$ cat src/rtl/bt_cmd_rx_pkg.sv
// bt_cmd_rx_pkg: direction codes, command bytes, UART receiver states and command decoder
// Imported by uart_rx_core and bt_cmd_rx; no ports.
package bt_cmd_rx_pkg;
  localparam logic [3:0] DIR_UP = 4'b1000, DIR_DOWN = 4'b0100, DIR_LEFT = 4'b0010;
  localparam logic [3:0] DIR_RIGHT = 4'b0001, DIR_STOP = 4'b0000;
  // Upper-case forms; bit5 is masked off before comparison, so lower case matches too.
  localparam logic [7:0] CMD_W = 8'h57, CMD_S = 8'h53, CMD_A = 8'h41, CMD_D = 8'h44;
  localparam logic [7:0] CMD_X = 8'h58, CMD_SPACE = 8'h20;
  localparam logic [7:0] CASE_MASK = 8'hdf;
  typedef enum logic [2:0] {
    ST_IDLE  = 3'd0,
    ST_START = 3'd1,
    ST_DATA  = 3'd2,
    ST_STOP  = 3'd3,
    ST_BREAK = 3'd4
  } rx_state_e;
  typedef struct packed {
    logic       hit;
    logic [3:0] dir;
  } cmd_t;
  function automatic cmd_t decode_cmd(input logic [7:0] b);
    logic [7:0] u;
    u = b & CASE_MASK;
    return u == CMD_W ? cmd_t'{1'b1, DIR_UP} :
           u == CMD_S ? cmd_t'{1'b1, DIR_DOWN} :
           u == CMD_A ? cmd_t'{1'b1, DIR_LEFT} :
           u == CMD_D ? cmd_t'{1'b1, DIR_RIGHT} :
           (u == CMD_X || u == (CMD_SPACE & CASE_MASK)) ? cmd_t'{1'b1, DIR_STOP} :
           cmd_t'{1'b0, DIR_STOP};
  endfunction
endpackage

$ cat src/rtl/bt_cmd_rx_uart_rx_core.sv
// uart_rx_core: 8N1 UART receiver with 2-flop input synchroniser
// Ports:
//   clk, rst      system clock, asynchronous active-low reset
//   i_rx          raw UART line (idle high, asynchronous to clk)
//   o_rx_byte     last correctly framed byte
//   o_byte_valid  1-clk pulse when o_rx_byte updates
//   o_frame_err   1-clk pulse when the stop bit is sampled low
//   o_done        combinational strobe on the clk whose edge commits a good byte
//   o_data        shift register contents (the byte being committed when o_done)
module uart_rx_core
  import bt_cmd_rx_pkg::*;
#(
  parameter int CLKS_PER_BIT = 10
) (
  input  logic       clk,
  input  logic       rst,
  input  logic       i_rx,
  output logic [7:0] o_rx_byte,
  output logic       o_byte_valid,
  output logic       o_frame_err,
  output logic       o_done,
  output logic [7:0] o_data
);
  localparam int CW = $clog2(CLKS_PER_BIT + 1);
  localparam logic [CW-1:0] BIT_LAST = CW'(CLKS_PER_BIT - 1);
  localparam logic [CW-1:0] HALF_LAST = CW'(CLKS_PER_BIT / 2 - 1);
  rx_state_e r_state, w_next;
  logic r_sync1, r_sync2;
  logic [CW-1:0] r_cnt;
  logic [2:0] r_bit;
  logic [7:0] r_shift;
  logic w_rxs, w_half, w_tick, w_sample, w_done, w_ferr, w_cnt_clr;
  assign w_rxs  = r_sync2;
  assign w_half = r_cnt == HALF_LAST;
  assign w_tick = r_cnt == BIT_LAST;
  always_comb begin
    w_next   = r_state;
    w_sample = 1'b0;
    w_done   = 1'b0;
    w_ferr   = 1'b0;
    case (r_state)
      ST_IDLE:  if (!w_rxs) w_next = ST_START;
      ST_START: if (w_half) w_next = w_rxs ? ST_IDLE : ST_DATA;
      ST_DATA: if (w_tick) begin
        w_sample = 1'b1;
        w_next   = r_bit == 3'd7 ? ST_STOP : ST_DATA;
      end
      ST_STOP: if (w_tick) begin
        w_done = w_rxs;
        w_ferr = !w_rxs;
        w_next = w_rxs ? ST_IDLE : ST_BREAK;
      end
      ST_BREAK: if (w_rxs) w_next = ST_IDLE;
      default:  w_next = ST_IDLE;
    endcase
  end
  // Baud counter restarts on every state change and on each data sample.
  assign w_cnt_clr = w_next != r_state || w_tick || r_state == ST_IDLE || r_state == ST_BREAK;
  always_ff @(posedge clk or negedge rst) begin
    if (!rst) r_state <= ST_IDLE;
    else r_state <= w_next;
  end
  always_ff @(posedge clk or negedge rst) begin
    if (!rst) begin
      r_sync1      <= 1'b1;
      r_sync2      <= 1'b1;
      r_cnt        <= '0;
      r_bit        <= '0;
      r_shift      <= '0;
      o_rx_byte    <= '0;
      o_byte_valid <= 1'b0;
      o_frame_err  <= 1'b0;
    end else begin
      r_sync1      <= i_rx;
      r_sync2      <= r_sync1;
      r_cnt        <= w_cnt_clr ? '0 : r_cnt + 1'b1;
      r_bit        <= r_state == ST_IDLE ? 3'd0 : w_sample ? r_bit + 3'd1 : r_bit;
      r_shift      <= w_sample ? {w_rxs, r_shift[7:1]} : r_shift;
      o_rx_byte    <= w_done ? r_shift : o_rx_byte;
      o_byte_valid <= w_done;
      o_frame_err  <= w_ferr;
    end
  end
  assign o_done = w_done;
  assign o_data = r_shift;
endmodule

$ cat src/rtl/bt_cmd_rx.sv
// bt_cmd_rx: Bluetooth UART command receiver producing a held WASD direction code
// Ports:
//   clk         system clock
//   rst         asynchronous active-low reset
//   rx          raw UART line from the BT module (idle high)
//   dir         held direction: 1000 up, 0100 down, 0010 left, 0001 right, 0000 stop
//   rx_byte     last correctly framed byte
//   byte_valid  1-clk pulse when rx_byte updates
//   frame_err   1-clk pulse when a stop bit is sampled low
module bt_cmd_rx
  import bt_cmd_rx_pkg::*;
#(
  parameter int CLK_HZ         = 100_000_000,
  parameter int BAUD           = 9600,
  parameter int TIMEOUT_CYCLES = 50_000_000
) (
  input  logic       clk,
  input  logic       rst,
  input  logic       rx,
  output logic [3:0] dir,
  output logic [7:0] rx_byte,
  output logic       byte_valid,
  output logic       frame_err
);
  localparam int CLKS_PER_BIT = CLK_HZ / BAUD;
  localparam int TW = TIMEOUT_CYCLES == 0 ? 1 : $clog2(TIMEOUT_CYCLES + 1);
  localparam logic [TW-1:0] TO_LAST = TW'(TIMEOUT_CYCLES == 0 ? 0 : TIMEOUT_CYCLES - 1);
  logic w_done, w_hit, w_expire;
  logic [7:0] w_data;
  cmd_t w_cmd;
  logic [3:0] r_dir;
  logic [TW-1:0] r_to_cnt;
  uart_rx_core #(.CLKS_PER_BIT(CLKS_PER_BIT)) u_core (
    .clk         (clk),
    .rst         (rst),
    .i_rx        (rx),
    .o_rx_byte   (rx_byte),
    .o_byte_valid(byte_valid),
    .o_frame_err (frame_err),
    .o_done      (w_done),
    .o_data      (w_data)
  );
  // Decode the byte being committed so dir changes on the same edge as byte_valid.
  assign w_cmd    = decode_cmd(w_data);
  assign w_hit    = w_done && w_cmd.hit;
  assign w_expire = TIMEOUT_CYCLES != 0 && r_to_cnt == TO_LAST;
  always_ff @(posedge clk or negedge rst) begin
    if (!rst) begin
      r_dir    <= DIR_STOP;
      r_to_cnt <= '0;
    end else begin
      r_dir    <= w_hit ? w_cmd.dir : w_expire ? DIR_STOP : r_dir;
      r_to_cnt <= (w_hit || TIMEOUT_CYCLES == 0) ? '0 : w_expire ? r_to_cnt : r_to_cnt + 1'b1;
    end
  end
  assign dir = r_dir;
endmodule
$ cat config.mk
export PLATFORM = sky130hd
export DESIGN_NAME = bt_cmd_rx
export DESIGN_NICKNAME = d
export VERILOG_FILES = /design/src/rtl/bt_cmd_rx_pkg.sv /design/src/rtl/bt_cmd_rx_uart_rx_core.sv /design/src/rtl/bt_cmd_rx.sv
export SDC_FILE = /design/constraint.sdc
export NUM_CORES = 1
export LEC_CHECK = 0
export CAP_MARGIN = 25
export CELL_PAD_IN_SITES_DETAIL_PLACEMENT = 0
export CELL_PAD_IN_SITES_GLOBAL_PLACEMENT = 1
export CORE_ASPECT_RATIO = 1.5
export CORE_MARGIN = 5
export CORE_UTILIZATION = 45
export CTS_CLUSTER_SIZE = 8
export DETAILED_ROUTE_END_ITERATION = 6
export PLACE_DENSITY_LB_ADDON = 0.1
export SLEW_MARGIN = 10
export SYNTH_ARGS = -nofsm -noshare
export SYNTH_HDL_FRONTEND = slang
export SYNTH_SLANG_ARGS = --single-unit
$ cat constraint.sdc
create_clock -name clk -period 3.2 [get_ports clk]
set_input_delay 0.96 -clock clk [delete_from_list [all_inputs] [get_ports clk]]
set_output_delay 0.96 -clock clk [all_outputs]
set_load 0.01 [all_outputs]
# Word level (Yosys, flattened, before mapping)
# Index checks and enable logic that the tools add are counted.
[op_classes]
addsub = 3
eq_ne = 15
mux = 27
reduce_logical = 10
[ops]
columns = ["op", "count"]
rows = [
  ["$mux 26", 2],
  ["$eq 7x6->1 const B", 5],
  ["$add 26x1->26 const B", 1],
  ["$eq 26x26->1 const B", 1],
  ["$mux 5", 5],
  ["$mux 3", 8],
  ["$pmux 3 s5", 1],
  ["$add 14x1->14 const B", 1],
  ["$eq 14x13->1 const B", 1],
  ["$eq 14x14->1 const B", 1],
  ["$mux 14", 1],
  ["$logic_not 8->1", 1],
  ["$mux 4", 2],
  ["$mux 1", 7],
  ["$eq 3x2->1 const B", 2],
  ["$eq 3x3->1 const B", 2],
  ["$logic_or 1x1->1", 4],
  ["$reduce_bool 2->1", 2],
  ["$add 3x1->3 const B", 1],
  ["$eq 3x1->1 const B", 1],
  ["$logic_not 3->1", 1],
  ["$ne 3x3->1", 1],
  ["$mux 2", 1],
  ["$ne 2x2->1 const B", 1],
  ["2 further kinds", 2],
]
[totals]
register_bits = 70
input_bits = 3
out_inout_bits = 14
elab_cells = 66

# Logic depth before layout (Yosys ltp)
[logic_depth]
word_depth = 9
ltp_mapped = 11
mapped_depth_nobuf = 7

# Cells and area by module
# Synthesis repeated with hierarchy kept, for this count alone.
[unflattened]
cells_unflattened = 327
area_unflattened_um2 = 3524.6
[modules_own_cells]
columns = ["module", "n_inst", "cells_per_inst", "area_each_um2", "seq_area_each_um2"]
rows = [
  ["uart_rx_core", 1, 153, 1908.1, 1003.5],
  ["bt_cmd_rx", 1, 174, 1616.6, 750.7],
]

# Worst setup path before layout
# OpenSTA, ideal clock, no wires.
[synth_path]
path_type = "flip-flop to flip-flop"
start = "register u_core.r_cnt[0]"
end = "register u_core.o_rx_byte[0]"
setup_time_ns = 0.125
arrival_time_ns = 1.783
required_ns = 3.075
slack_ns = 1.292
path_stages_with_launch = 9
path_buffers = 3
period_less_slack_ns = 1.908
cell_sequence = "dfrtp_1 ha_1 and3_1 buf_2 and4_1 buf_6 nand3_2 buf_2 mux2_2"
[synth_via]
elab_chain_len = 3
[synth_lines]
columns = ["item", "line", "source"]
rows = [
  ["from (decl)", "bt_cmd_rx_uart_rx_core.sv:29", "logic [CW-1:0] r_cnt;"],
  ["from (signal assigned)", "bt_cmd_rx_uart_rx_core.sv:76", "r_cnt <= w_cnt_clr ? '0 : r_cnt + 1'b1;"],
  ["$eq 14x14->1", "bt_cmd_rx_uart_rx_core.sv:35", "assign w_tick = r_cnt == BIT_LAST;"],
  ["$mux 1", "bt_cmd_rx_uart_rx_core.sv:48", "ST_STOP: if (w_tick) begin"],
  ["$mux 1", "bt_cmd_rx_uart_rx_core.sv:41", "case (r_state)"],
  ["to (signal assigned)", "bt_cmd_rx_uart_rx_core.sv:79", "o_rx_byte <= w_done ? r_shift : o_rx_byte;"],
  ["to (decl)", "bt_cmd_rx_uart_rx_core.sv:18", "output logic [7:0] o_rx_byte,"],
]
# Every way passes these cells.
# A chain may end at the register's enable or synchronous reset.

# Worst setup path after layout
[layout_path]
start = "register u_core.r_cnt[0]"
end = "register r_dir[0] (netlist: dir[0])"
[layout_via]
elab_chain_len = 5
elab_cells_between_ends = 6
classes_between = "eq/ne: 1; mux: 3; reduce/logical: 2"
[layout_lines]
columns = ["item", "line", "source"]
rows = [
  ["$eq 14x14->1 *", "bt_cmd_rx_uart_rx_core.sv:35", ""],
  ["$mux 1 *", "bt_cmd_rx_uart_rx_core.sv:48", ""],
  ["$mux 1 *", "bt_cmd_rx_uart_rx_core.sv:41", ""],
  ["net u_core.o_done", "bt_cmd_rx_uart_rx_core.sv:21", "output logic o_done,"],
  ["$logic_and 1x1->1 *", "bt_cmd_rx.sv:45", "assign w_hit = w_done && w_cmd.hit;"],
  ["$mux 4 or $reduce_bool 2->1 (tied branches)", "n/a", ""],
  ["to (signal assigned)", "bt_cmd_rx.sv:52", "r_dir <= w_hit ? w_cmd.dir : w_expire ? DIR_STOP : r_dir;"],
  ["to (decl)", "bt_cmd_rx.sv:31", "logic [3:0] r_dir;"],
]
# The timed path passes the listed nets; every way through them passes the cells marked *.

==> out/summary.txt <==
first-pass GRT wire length: 11.39 mm
Worst Path Arrival: 2.73 ns
Clock Tree Buf Depth: 2
VDD IR-drop max: 0.3014 mV
Hold Vio Cnt, Final: 0
initial core utilization: 45.55%
I/O pin total: 17
minimum clock period: 2.527 ns
Clock Latency Late Sink: 0.32 ns
ys async rst share: 100.0%
1st-pass router iterations: 4
nets: 343
Synth warnings: 0
clock sinks: 70
wire per inst: 14.58 µm
multi-input logic area: 0.001562 mm²
sequential fraction of the synthesis area: 51.24%
GPL Wtd Cong: 0.8131
CP max-delay cell: mux2_2
Distinct cells, synth: 49
mean area per synthesized cell: 10.70 µm²
max-cap viol count: 0
Avg Vias per Cell: 5.318
clock-pin slew on the worst setup and hold paths: 0.06 ns
die span in x: 81.22 µm
Worst Hold Class: reg -> reg
vias: 2,356
post-DP HPWL: 4.478 mm
share of layout cells above drive strength 1: 13.78%
hold_ws: 0.3545 ns
CTS tree: done
non-filler instance count after layout: 443
Util after Layout: 53.00%
most frequent cells in the layout: 68 x dfrtp_1, 51 x nor2_1, 24 x xor2_1
Synth Cell Area: 0.003423 mm²
Post-Syn Nets: 327
critical path class: reg -> reg
vias in the first global route: 2,419
Setup Viol. Count Final: 0
worst reg2reg setup slack: 0.67 ns
Crit. End Element: flop
Hold EP: u_core.r_sync2
register area: 0.001754 mm²
top_reg_cell synth: dfrtp_1
largest fanout on the critical path: 30
CP top delay family: simple AND/OR/NAND/NOR gates
Reg2Reg Capture Point: dir[0]
Routed WL: 6.459 mm
synthesized instance count: 320
commonest non-fill, non-tap cell in the layout: dfrtp_1
Root Driver: clkbuf_16
WP buf/inv: 1
RSZ-0062 raised after global routing: false
Fillers: 694
fmax: 395.7 MHz
pwr dens: 508.8 mW/mm²
initial antenna violation count: 0
Reg-to-Reg Start: u_core.r_cnt[0]
crit share post-route: 78.97%
Layout area overhead: 16.34%
WP data required: 3.40 ns
Tot GR Track Use: 15.63%
Rows: 39
ANT nets after route: 0
slowest stage delay, CP: 0.38 ns
Chip Height: 116.8 µm
Residual DRC: 0
core footprint: 0.007515 mm²
worst hold start: u_core.r_sync1
reg2reg path depth: 7
Slew HR: 61.41%
die area: 0.009488 mm²
Detailed Route Iter0 Violations: 77
EDFF count, synth: 0
Placed Instances: 427
total gr overflow: 0
Post-CTS Setup Inserts: 0
cts repair resizes: 0
skew final: 0.006006 ns
status: finished, final reports clean
Tightest Pin Transition: 0.5767 ns
Yosys reg bits: 70
Fin Setup TNS: 0 ns
Max Slew Vio Count: 0
largest net degree at the start of global routing: 71
Pleak: 1.786 nW
critical-path cell list: ha_1, and3_1, and4_1, nand3_2, inv_2, o21a_4, mux2_2
WHS Path Cells: 0
crit path launch type: flop
IO Port Bufs: 16
CTS H-tree lvls: 3
n_diodes: 0
CTS Hold Bufs: 0
TritonCTS buffer count: 9
[metal layers]
metal	up-vias	wire [µm]	global-route usage, %
met4	0	131	6.426
met1	1154	2813	17.91
met2	27	3359	27.70
met5	-	0	0
met3	10	155	3.675
li1	1165	-	-
[power breakdown]
group	switching (W)	internal, W
Combinational	0.0000174	0.00000453
Clock	0.000359	0.000756
Sequential	0.00000144	0.000888
[area by class of cell]
cell class	count	area share (%)
multi-input cells	232	39.21
clock buffers	9	5.655
inverters	5	0.4713
repair buffers	18	4.587
clock inverters	7	2.828
well taps	102	3.205
flip-flops and latches	70	44.05
[kinds of logic after synthesis]
kind of cell / synth area share [%]
AO/OA/AOI/OAI: 5.226
XOR/XNOR: 8.955
adder cells (fa/ha/maj): 1.462
buffers and inverters: 3.143
flip-flops: 51.24
multiplexers: 6.213
AND/OR/NAND/NOR: 23.76
[worst max-delay path by stage]
stage                         start             endpoint  slack, ns  cells after the start
floorplan           u_core.r_cnt[0]  u_core.o_rx_byte[0]       1.29                      8
global placement    u_core.r_cnt[0]               dir[0]       0.73                      7
detailed placement  u_core.r_cnt[0]               dir[0]       0.65                      7
CTS                 u_core.r_cnt[0]               dir[0]       0.65                      7
global route        u_core.r_cnt[0]               dir[1]       0.48                      7
finish              u_core.r_cnt[0]               dir[0]       0.67                      7
[synthesized netlist by cell type (2+ instances only)]
cell type	count	area, µm²
dfrtp_1	68	1702
nor2_1	51	191.4
xor2_1	24	210.2
mux2_2	18	202.7
nand4_1	17	106.4
nand2_1	13	48.80
nand3_1	13	65.06
xnor2_1	11	96.34
o21ai_0	9	45.04
and3_1	8	50.05
nor3_1	8	40.04
nor3b_1	7	52.55
a21oi_1	5	25.02
buf_2	5	25.02
and4_1	4	35.03
buf_6	4	45.04
ha_1	4	50.05
inv_1	4	15.01
nor4bb_1	4	40.04
clkbuf_1	3	11.26
nor2b_1	3	18.77
nor4_1	3	18.77
or3_1	3	18.77
a22oi_1	2	15.01
a31oi_1	2	12.51
and4bb_2	2	25.02
dfstp_2	2	52.55
o22ai_1	2	12.51
[metrics by stage]
stage,cell area (µm²),setup WS (ns),total power (W)
floorplan,3423,1.292,0.0009054
global placement,3645,0.7274,0.0009284
detailed placement,3645,0.6471,0.0009284
CTS,3983,0.6482,0.002057
global route,3983,0.4831,0.002099
finish,3983,0.6728,0.002026
[registers in the layout, indices dropped and copies added, names as in the netlist]
| name | cells |
|---|---|
| dir | 4 |
| r_to_cnt | 26 |
| u_core.o_rx_byte | 8 |
| u_core.r_cnt | 14 |
| u_core.o_frame_err | 1 |
| u_core.r_state | 3 |
| u_core.r_sync1 | 1 |
| u_core.r_bit | 3 |
| u_core.o_byte_valid | 1 |
| u_core.r_sync2 | 1 |
| u_core.o_data | 8 |
Power figures use the tool's default switching activity.
